===== config.mk =====
export PLATFORM = sky130hd
export DESIGN_NAME = uart_rx_core
export DESIGN_NICKNAME = d
export VERILOG_FILES = /design/src/rtl/uart_rx_core_pkg.sv /design/src/rtl/uart_baud_tick.sv /design/src/rtl/uart_rx_core.sv
export SDC_FILE = /design/constraint.sdc
export NUM_CORES = 1
export LEC_CHECK = 0
export CAP_MARGIN = 20
export CORE_UTILIZATION = 50
export DETAILED_ROUTE_END_ITERATION = 10
export GPL_TIMING_DRIVEN = 1
export PLACE_DENSITY = 0.83
export SYNTH_ARGS = -nofsm -noshare
export SYNTH_HDL_FRONTEND = slang
export SYNTH_SLANG_ARGS = --single-unit

===== constraint.sdc =====
create_clock -name clk_uart -period 1.8 [get_ports clk_uart]
set_input_delay 0.36 -clock clk_uart [delete_from_list [all_inputs] [get_ports clk_uart]]
set_output_delay 0.36 -clock clk_uart [all_outputs]
set_load 0.05 [all_outputs]

===== src/rtl/uart_rx_core_pkg.sv =====
// Shared definitions for the UART receive path: state encodings, oversample
// indices and the majority-vote helper.
package uart_rx_core_pkg;

  typedef enum logic [2:0] {
    ST_IDLE  = 3'd0,
    ST_START = 3'd1,
    ST_DATA  = 3'd2,
    ST_STOP  = 3'd3,
    ST_BREAK = 3'd4
  } rx_state_e;

  localparam int         OVERSAMPLE = 16;
  localparam logic [3:0] SMP_FIRST  = 4'd7;
  localparam logic [3:0] SMP_MID    = 4'd8;
  localparam logic [3:0] SMP_LAST   = 4'd9;
  localparam logic [3:0] SMP_END    = 4'd15;

  function automatic logic maj3(input logic a, input logic b, input logic c);
    return (a & b) | (a & c) | (b & c);
  endfunction

endpackage


===== src/rtl/uart_baud_tick.sv =====
// Oversample tick generator: one-cycle pulse every BAUD_DIV clocks, held
// at phase zero while i_clear is asserted.
module uart_baud_tick #(
  parameter int BAUD_DIV = 54
) (
  input  logic clk_uart,
  input  logic reset,
  input  logic i_clear,
  output logic o_tick
);

  localparam int               DIV_W    = $clog2(BAUD_DIV);
  localparam logic [DIV_W-1:0] DIV_LAST = DIV_W'(BAUD_DIV - 1);
  localparam logic [DIV_W-1:0] DIV_ZERO = {DIV_W{1'b0}};
  localparam logic [DIV_W-1:0] DIV_ONE  = DIV_W'(1);

  logic [DIV_W-1:0] r_div;

  // Divider counter: wraps at BAUD_DIV-1, cleared synchronously
  always_ff @(posedge clk_uart or posedge reset) begin
    if (reset) begin
      r_div <= DIV_ZERO;
    end else if (i_clear || (r_div == DIV_LAST)) begin
      r_div <= DIV_ZERO;
    end else begin
      r_div <= r_div + DIV_ONE;
    end
  end

  assign o_tick = (r_div == DIV_LAST) && !i_clear;

endmodule


===== src/rtl/uart_rx_core.sv =====
// 8N1 UART receiver, LSB first, 16x oversampled with a 3-sample majority
// vote on ticks 7/8/9 of every bit.
module uart_rx_core
  import uart_rx_core_pkg::*;
#(
  parameter int BAUD_DIV = 54
) (
  input  logic       clk_uart,
  input  logic       reset,
  input  logic       rx,
  output logic [7:0] data_out,
  output logic       data_ready,
  output logic       frame_err
);

  rx_state_e   r_state;
  rx_state_e   w_state_nxt;
  logic [1:0]  r_sync;
  logic [3:0]  r_sample;
  logic [2:0]  r_bit_idx;
  logic [1:0]  r_votes;
  logic [7:0]  r_shift;
  logic        w_rx_s;
  logic        w_tick;
  logic        w_vote;
  logic        w_decide;
  logic        w_bit_end;
  logic        w_shift_en;
  logic        w_load;
  logic        w_ferr;
  logic        w_clr_ready;

  assign w_rx_s    = r_sync[1];
  assign w_vote    = maj3(r_votes[0], r_votes[1], w_rx_s);
  assign w_decide  = w_tick && (r_sample == SMP_LAST);
  assign w_bit_end = w_tick && (r_sample == SMP_END);

  uart_baud_tick #(
    .BAUD_DIV (BAUD_DIV)
  ) u_baud_tick (
    .clk_uart (clk_uart),
    .reset    (reset),
    .i_clear  (r_state == ST_IDLE),
    .o_tick   (w_tick)
  );

  // Two-flop synchroniser for the asynchronous serial line
  always_ff @(posedge clk_uart or posedge reset) begin
    if (reset) begin
      r_sync <= 2'b11;
    end else begin
      r_sync <= {r_sync[0], rx};
    end
  end

  // State register
  always_ff @(posedge clk_uart or posedge reset) begin
    if (reset) begin
      r_state <= ST_IDLE;
    end else begin
      r_state <= w_state_nxt;
    end
  end

  // Next-state logic
  always_comb begin
    w_state_nxt = r_state;
    case (r_state)
      ST_IDLE: begin
        if (!w_rx_s) w_state_nxt = ST_START;
        else         w_state_nxt = ST_IDLE;
      end
      ST_START: begin
        if (w_decide && w_vote) w_state_nxt = ST_IDLE;
        else if (w_bit_end)     w_state_nxt = ST_DATA;
        else                    w_state_nxt = ST_START;
      end
      ST_DATA: begin
        if (w_bit_end && (r_bit_idx == 3'd7)) w_state_nxt = ST_STOP;
        else                                  w_state_nxt = ST_DATA;
      end
      ST_STOP: begin
        if (w_decide) w_state_nxt = w_vote ? ST_IDLE : ST_BREAK;
        else          w_state_nxt = ST_STOP;
      end
      ST_BREAK: begin
        if (w_rx_s) w_state_nxt = ST_IDLE;
        else        w_state_nxt = ST_BREAK;
      end
      default: w_state_nxt = ST_IDLE;
    endcase
  end

  // Output strobes derived from state and the tick-9 decision
  always_comb begin
    w_shift_en  = 1'b0;
    w_load      = 1'b0;
    w_ferr      = 1'b0;
    w_clr_ready = 1'b0;
    case (r_state)
      ST_START: w_clr_ready = w_decide && !w_vote;
      ST_DATA:  w_shift_en  = w_decide;
      ST_STOP: begin
        w_load = w_decide && w_vote;
        w_ferr = w_decide && !w_vote;
      end
      default: w_shift_en = 1'b0;
    endcase
  end

  // Oversample counter, forced to zero while idle so each frame aligns to its start edge
  always_ff @(posedge clk_uart or posedge reset) begin
    if (reset) begin
      r_sample <= 4'd0;
    end else if (r_state == ST_IDLE) begin
      r_sample <= 4'd0;
    end else if (w_tick) begin
      r_sample <= r_sample + 4'd1;
    end else begin
      r_sample <= r_sample;
    end
  end

  // Early vote samples; the third comes live from the synchroniser on tick 9
  always_ff @(posedge clk_uart or posedge reset) begin
    if (reset) begin
      r_votes <= 2'b00;
    end else begin
      if (w_tick && (r_sample == SMP_FIRST)) r_votes[0] <= w_rx_s;
      if (w_tick && (r_sample == SMP_MID))   r_votes[1] <= w_rx_s;
    end
  end

  // Data bit index, held at zero outside the data phase
  always_ff @(posedge clk_uart or posedge reset) begin
    if (reset) begin
      r_bit_idx <= 3'd0;
    end else if (r_state != ST_DATA) begin
      r_bit_idx <= 3'd0;
    end else if (w_bit_end && (r_bit_idx != 3'd7)) begin
      r_bit_idx <= r_bit_idx + 3'd1;
    end else begin
      r_bit_idx <= r_bit_idx;
    end
  end

  // Shift register and registered outputs
  always_ff @(posedge clk_uart or posedge reset) begin
    if (reset) begin
      r_shift    <= 8'h00;
      data_out   <= 8'h00;
      data_ready <= 1'b0;
      frame_err  <= 1'b0;
    end else begin
      if (w_shift_en) r_shift <= {w_vote, r_shift[7:1]};
      if (w_load) begin
        data_out   <= r_shift;
        data_ready <= 1'b1;
        frame_err  <= 1'b0;
      end else if (w_ferr) begin
        frame_err  <= 1'b1;
      end else if (w_clr_ready) begin
        data_ready <= 1'b0;
      end
    end
  end

endmodule


==> results of run 1 <==
-- logic make-up (layout without fill, tap and decap cells) --
kind of cell,after synthesis,count (layout)
simple gates,51,51
flops,38,38
mux,20,20
buf+inv,14,53
compound gates,11,11
fa+ha+maj,8,8
xor+xnor,8,8
-- worst paths after layout --
| path | slack (ns) | endpoint | cells after the start |
|---|---|---|---|
| worst min register to register | 0.37 | r_sync[1] | 0 |
| worst max register to register | -0.08 | data_out[3] | 7 |
| worst max-delay path | -0.08 | data_out[3] | 7 |
| worst min-delay path | 0.32 | data_ready | 3 |
| max in group asynchronous | 1.22 | r_sync[1] | 3 |
| min in group clk_uart | 0.37 | r_sync[1] | 0 |
-- cell usage in the layout (no fill, tap or decap), types with 2 or more instances in the layout --
master                            instances
sky130_fd_sc_hd__and4b_2                  2
sky130_fd_sc_hd__xor2_1                   2
sky130_fd_sc_hd__nand2_1                  6
sky130_fd_sc_hd__nand3b_1                 2
sky130_fd_sc_hd__inv_1                    6
sky130_fd_sc_hd__buf_6                    2
sky130_fd_sc_hd__ha_1                     6
sky130_fd_sc_hd__xnor2_1                  6
sky130_fd_sc_hd__mux2_2                   4
sky130_fd_sc_hd__nor3_1                   2
sky130_fd_sc_hd__bufinv_16                2
sky130_fd_sc_hd__mux2_4                  14
sky130_fd_sc_hd__dfstp_2                  2
sky130_fd_sc_hd__clkdlybuf4s50_1          2
sky130_fd_sc_hd__dfrtp_1                 36
sky130_fd_sc_hd__buf_4                   32
sky130_fd_sc_hd__o31ai_1                  2
sky130_fd_sc_hd__nor3b_1                  2
sky130_fd_sc_hd__mux2i_1                  2
sky130_fd_sc_hd__nand3_1                  5
sky130_fd_sc_hd__clkbuf_4                 5
sky130_fd_sc_hd__nor2_1                  18
-- state kept, by name, indices dropped and copies added, names as in the netlist, 2 cells and up --
register,flops
r_shift,8
r_votes,2
u_baud_tick.r_div,6
r_bit_idx,3
r_sync,2
r_state,3
data_out,8
r_sample,4
-- Yosys cell counts (all sizes together) --
master,n,area [sq um]
a21oi,1,5.00
a22o,1,8.76
a31o,1,8.76
a31oi,1,6.26
a41o,1,10.0
and3,1,6.26
and4b,2,21.3
buf,3,33.8
clkbuf,4,16.3
dfrtp,36,901
dfstp,2,52.6
ha,7,87.6
inv,7,26.3
maj3,1,10.0
mux2,18,233
mux2i,2,20.0
nand2,7,28.8
nand3,5,25.0
nand3b,2,15.0
nand4,1,6.26
nand4b,1,8.76
nor2,19,73.8
nor2b,1,6.26
nor3,3,20.0
nor3b,2,15.0
nor4,2,18.8
nor4b,1,8.76
o21a,1,7.51
o21ai,1,5.00
o21bai,1,7.51
o311ai,1,8.76
o31ai,2,15.0
or2,2,12.5
or3,1,6.26
or3b,1,8.76
xnor2,6,52.6
xor2,2,17.5
-- through the flow --
stage,hold WS [ns],setup TNS (ns),setup WS (ns),power [W]
finish,0.316,-0.545,-0.0834,0.00163
global route,0.342,-0.949,-0.128,0.00169
CTS,0.323,-0.407,-0.0644,0.00164
detailed placement,0.351,-0.886,-0.113,0.000903
global placement,0.346,-0.633,-0.0795,0.000901
floorplan,0.345,-0.162,-0.0202,0.000888
-- layer usage --
metal / track usage / share of wire / up-vias
met5: 0 / 0 / -
met4: 0.122 / 0.031 / 0
li1: - / - / 595
met1: 0.267 / 0.46 / 618
met3: 0.0588 / 0.045 / 10
met2: 0.335 / 0.47 / 39
-- where the power goes --
part           leakage, nW   total, W  switching (W)  internal, W
clock               0.0554   0.000741       0.000307     0.000434
combinational        0.553  0.0000260      0.0000172   0.00000874
sequential           0.509   0.000859     0.00000176     0.000858
-- critical path, delay by kind of cell (launching register included) --
family / cells / cell delay (ns)
adder cells (fa/ha/maj): 1 / 0.12
multiplexers: 1 / 0.29
buffers and inverters: 2 / 0.23
flip-flops: 1 / 0.42
AND/OR/NAND/NOR: 3 / 0.71
-- final cells by class --
cell class	instances	area, sq um
Clock inverter	3	68.8
Timing Repair Buffer	38	318
Multi-Input combinational cell	98	845
Sequential cell	38	953
Clock buffer	5	37.5
Tap cell	46	57.6
Fill cell	236	1110
Inverter	7	26.3
-- timing repair --
action | CTS | global route
endpoints found under the setup margin | 16 | 19
gates cloned | 1 | 0
buffers inserted | 3 | 5
hold buffers | 0 | 0
resized for setup | 8 | 12
pin swaps | 0 | 1
==> reports/summary.txt, run 1 <==
===========================================================================================
Number of antenna violations at the first check in global routing                         0
Sequential fraction of the synthesis area                                             0.526
Synth Area in XOR/XNOR                                                               0.0386
Placeable core region                                                            3420 sq um
Category of the worst setup path launch point                                      register
Endpoint type of the worst setup path                                              register
Vias post-DR                                                                           1262
Library cells used by synthesis                                                          44
Number of nets in the synthesized netlist                                               160
Floorplan die area                                                               3870 sq um
Number of synthesis warnings                                                              0
Cell count after synthesis                                                              150
Maximum fanout along the worst path                                                       5
Effective utilization at floorplan                                                    0.531
Synth Area in Compound Gates                                                         0.0455
Slowest cell on the critical path                                              sky130_fd_sc_hd__dfrtp_1
Hold violation total from the final report                                                0
Weighted congestion reported at the end of routability-driven placement               0.912
# IOs                                                                                    13
WL per Instance                                                                     15.6 um
Finished Core Util                                                                    0.675
Per-instance average area after synthesis                                        12.1 sq um
Fin area                                                                         2310 sq um
Number of design-rule violations left by the first detailed-router iteration             65
Share of the clock period used by the worst path                                       1.05
Total iterations of the first detailed-routing run                                        4
Number of design rule violations left after detail routing                                0
Placed cell count                                                                       218
Max IR drop VDD                                                                  0.000769 V
Global Route Usage Sum                                                                0.214
Number of clock sinks                                                                    38
Power per Cell Area                                                             705 nW/um^2
Final min period                                                                    1.88 ns
H-tree depth                                                                              2
Post-synthesis mux area share                                                         0.139
Master cell of the clock root buffer                                           sky130_fd_sc_hd__clkbuf_4
Maximum number of pins on one net before global-route repair                             39
Number of maximum-capacitance constraint violations                                       0
Slew Limit Headroom                                                                   0.714
Path class of the lowest-slack min-delay path                                   in -> async
Fraction of final layout cells sized beyond drive strength 1                          0.413
Grt ovf                                                                                   0
Vias in the first global route                                                         1334
Startpoint of the lowest-slack register-to-register path                        r_sample[1]
TritonCTS clock tree                                                                  built
Count of buffers from port buffering                                                     12
Cells along the critical path                                                  inv_2, ha_4, and4b_2, nand2_2, or3b_4, buf_6, mux2_4
Chip width                                                                          62.2 um
Post-DP Area                                                                     2060 sq um
Number of nets with antenna violations after routing                                      0
Critical path startpoint                                                        r_sample[1]
Data arrival time of the critical path                                              2.14 ns
Total detailed-routing wirelength                                                   3.67 mm
Netlist Area Pre-Place                                                           1810 sq um
Total leakage power                                                                 1.12 nW
Post-detailed-route via-to-cell ratio                                                  5.37
Failing checks                                                                 setup timing
Result of the run                                                              finished with violations
Maximum clock insertion buffer count                                                      2
Required time worst endpoint                                                        2.05 ns
Final count of negative-setup-slack endpoints                                             8
Final non-filler cell total                                                             235
Std-Cell Rows                                                                            21
Number of flip-flops and latches in the synthesized netlist                              38
Pins over their slew limit                                                                0
Slew @ Worst Pin                                                                   0.427 ns
Top achievable clock speed                                                        0.531 GHz
Simple-gate portion of the synthesized area                                           0.155
Clock network latency to the later pin of the worst-skew pair                       0.36 ns
Antenna cells                                                                             0
Main combinational cell family by area after synthesis                         simple AND/OR/NAND/NOR gates
Clock transition at the registers of the reported paths                             0.13 ns
Wire length of the first global-routing pass                                        6.26 mm
Clock buffers created by TritonCTS                                                        5
Die Height                                                                          62.2 um
RSZ-0062 raised after global routing                                                    yes
Worst Slack Setup Final                                                          -0.0834 ns
Total half-perimeter wirelength after legalization and detailed placement           2.31 mm
Adder-cell area share of the yosys netlist                                           0.0538
Setup Crit Path Kind                                                             reg -> reg
Biggest cell delay along the critical path                                          0.42 ns
Worst clock skew on the final layout                                              0.0180 ns
Area growth, synth to finish                                                          27.1%
Final #Nets                                                                             198
===========================================================================================
No activity file was read; power rests on OpenSTA's default activity.
==> run 2, diff against run 1 <==
- CORE_UTILIZATION: 50 -> 30
- PLACE_DENSITY: 0.83 -> 0.59
- REMOVE_ABC_BUFFERS: default -> 1
==> reports/summary.txt, run 2 (synthesis gave the netlist of run 1 again) <==
===========================================================================================
Result of the run                                                              finished with violations
Failing checks                                                                 setup timing
Number of clock sinks                                                                    38   unchanged
Worst clock skew on the final layout                                             0.00625 ns   -0.0117 ns
WHS                                                                                0.358 ns   +0.0420 ns
Weighted congestion reported at the end of routability-driven placement               0.742   -19%
Number of design rule violations left after detail routing                                0   unchanged
Hold-critical path depth                                                                  0
Top achievable clock speed                                                        0.535 GHz   +0.80%
Slew Limit Headroom                                                                   0.693   -0.0208
Share of the clock period used by the worst path                                       1.04   -0.00830
Total leakage power                                                                 1.13 nW   +1.3%
# IOs                                                                                    13   unchanged
Setup Crit Path Kind                                                             reg -> reg
Number of design-rule violations left by the first detailed-router iteration             71   +9.2%
Chip width                                                                          79.8 um   +28%
Vias in the first global route                                                         1184   -11%
Reg2reg path depth                                                                        7   unchanged
Part of the total power dissipated in combinational logic                             0.018   +0.002
Startpoint of the tightest hold check path                                        r_sync[0]
Hold violation total from the final report                                                0   unchanged
Final #Nets                                                                             204   +3.0%
Maximum fanout along the worst path                                                       5   unchanged
Endpoint type of the worst setup path                                              register
Std-Cell Rows                                                                            27   +29%
Switching power summed over all nets                                             0.000309 W   -5.1%
Filler cell count in the final layout                                                   543   +130%
Final count of negative-setup-slack endpoints                                             8   unchanged
Die Height                                                                          79.8 um   +28%
Biggest cell delay along the critical path                                          0.39 ns   -0.03 ns
Slew @ Worst Pin                                                                   0.454 ns   +0.0271 ns
Fraction of final layout cells sized beyond drive strength 1                          0.436   +0.0232
Master cell of the clock root buffer                                           sky130_fd_sc_hd__clkbuf_8
Commonest non-fill, non-tap cells in the layout                                sky130_fd_sc_hd__dfrtp_1 (36), sky130_fd_sc_hd__buf_4 (36), sky130_fd_sc_hd__nor2_1 (17)
Global Route Usage Sum                                                                0.122   -0.0919
Cells along the critical path                                                  inv_2, ha_4, and4b_2, nand2_2, or3b_4, buf_6, mux2_4
Sequential share of power                                                             0.580   +0.052
Maximum clock insertion buffer count                                                      2   unchanged
Antenna cells                                                                             0   unchanged
Biggest regs                                                                   data_out (8), r_shift (8), u_baud_tick.r_div (6)
Grt ovf                                                                                   0   unchanged
H-tree depth                                                                              2   unchanged
Total iterations of the first detailed-routing run                                        4   unchanged
Startpoint of the lowest-slack register-to-register path                        r_sample[1]
TritonCTS clock tree                                                                  built
Clock network latency to the later pin of the worst-skew pair                       0.28 ns   -0.08 ns
RSZ-0062 raised after global routing                                                    yes
Worst slack at placement                                                          -0.185 ns   -0.0717 ns
Power per Cell Area                                                             625 nW/um^2   -11%
Post-detailed-route via-to-cell ratio                                                  4.54   -15%
Number of maximum-capacitance constraint violations                                       0   unchanged
Pins over their slew limit                                                                0   unchanged
Worst Slack Setup Final                                                          -0.0685 ns   +0.0149 ns
Total detailed-routing wirelength                                                   3.43 mm   -6.5%
Max IR drop VDD                                                                  0.000388 V   -50%
Clock share of power                                                                  0.403   -0.053
Final min period                                                                    1.87 ns   -0.0149 ns
Maximum number of pins on one net before global-route repair                             39   unchanged
Required time worst endpoint                                                        1.96 ns   -0.09 ns
Clock buffers created by TritonCTS                                                        5   unchanged
Clock transition at the registers of the reported paths                             0.07 ns   -0.06 ns
Category of the worst setup path launch point                                      register
Floorplan die area                                                               6360 sq um   +64%
Path class of the lowest-slack min-delay path                                    reg -> reg
Number of nets with antenna violations after routing                                      0   unchanged
Placeable core region                                                            5680 sq um   +66%
Vias post-DR                                                                           1212   -4.0%
WL per Instance                                                                     12.9 um   -18%
Wire length of the first global-routing pass                                        5.86 mm   -6.4%
Critical path startpoint                                                        r_sample[1]
Count of buffers from port buffering                                                     12   unchanged
Data arrival time of the critical path                                              2.03 ns   -0.11 ns
Total half-perimeter wirelength after legalization and detailed placement           2.33 mm   +0.88%
Number of antenna violations at the first check in global routing                         0   unchanged
Slowest cell on the critical path                                              sky130_fd_sc_hd__dfrtp_1
Cell internal pwr                                                                 0.00117 W   -9.8%
Area growth, synth to finish                                                          30.8%
Sw frac                                                                               0.208   +0.00822
Effective utilization at floorplan                                                    0.320   -0.211
===========================================================================================
## run 2: cell types whose count changed in the layout (fill, tap and decap cells not counted), moves of 2 or more
| cell | previous run | this run |
|---|---|---|
| sky130_fd_sc_hd__buf_4 | 32 | 36 |
| sky130_fd_sc_hd__clkbuf_4 | 5 | 0 |
| sky130_fd_sc_hd__mux2_2 | 4 | 10 |
| sky130_fd_sc_hd__buf_6 | 2 | 5 |
| sky130_fd_sc_hd__bufinv_16 | 2 | 0 |
| sky130_fd_sc_hd__clkbuf_8 | 0 | 6 |
| sky130_fd_sc_hd__mux2_4 | 14 | 8 |
## run 2: routing by layer
metal,GRT usage,vias up,part of all wire
met5,0,-,0
met4,0.0375,0,0.012
met3,0.0354,4,0.034
met2,0.179,15,0.46
met1,0.173,591,0.50
li1,-,602,-
## run 2: power groups by stage
stage / sequential (W) / clock (W) / combinational (W)
floorplan: 0.000875 / 0 / 0.0000133
global placement: 0.000875 / 0 / 0.0000281
detailed placement: 0.000876 / 0 / 0.0000281
CTS: 0.000859 / 0.000622 / 0.0000281
global route: 0.000859 / 0.000668 / 0.0000315
finish: 0.000859 / 0.000597 / 0.0000266
## run 2: cell type report
class,instances,area [sq um],area share
Sequential cell,38,953,0.402
Multi-Input combinational cell,98,841,0.354
Timing Repair Buffer,44,367,0.155
Tap cell,72,90.1,0.0380
Clock buffer,6,82.6,0.0348
Inverter,7,26.3,0.0111
Clock inverter,2,12.5,0.00527
## run 2: critical path: cells and delay by family (launching register included)
kind                       cells  cell delay [ns]
muxes                          1             0.30
adders and majority gates      1             0.14
and+or+nand+nor                3             0.68
buffers and inverters          2             0.23
DFF                            1             0.39
## run 2: path summary, 6_finish.rpt
check / endpoint / slack [ns]
max in group asynchronous: r_sync[1] / 1.13
min in group asynchronous: r_bit_idx[1] / 0.42
worst max register to register: data_out[4] / -0.07
worst min register to register: r_sync[1] / 0.36
worst min-delay path: r_sync[1] / 0.36
worst max-delay path: data_out[4] / -0.07
## run 2: per-stage QoR
step / util / std cells / power [W] / instance area (sq um) / setup TNS, ns
after floorplan: - / 143 / 0.000888 / 1760 / -1.34
after global placement: 0.373 / 248 / 0.000904 / 2120 / -1.27
after detailed placement: 0.373 / 248 / 0.000904 / 2120 / -1.60
after CTS: 0.405 / 262 / 0.00151 / 2300 / -0.447
after global routing: 0.418 / 267 / 0.00156 / 2370 / -1.04
final: 0.418 / 267 / 0.00148 / 2370 / -0.394
## run 2: what timing repair did
item,in CTS,in global routing
gates cloned,1,0
resized for setup,10,9
hold endpoints to repair,0,0
pin swaps,4,1
hold buffers,0,0
setup buffers,5,5
setup endpoints to repair,18,24
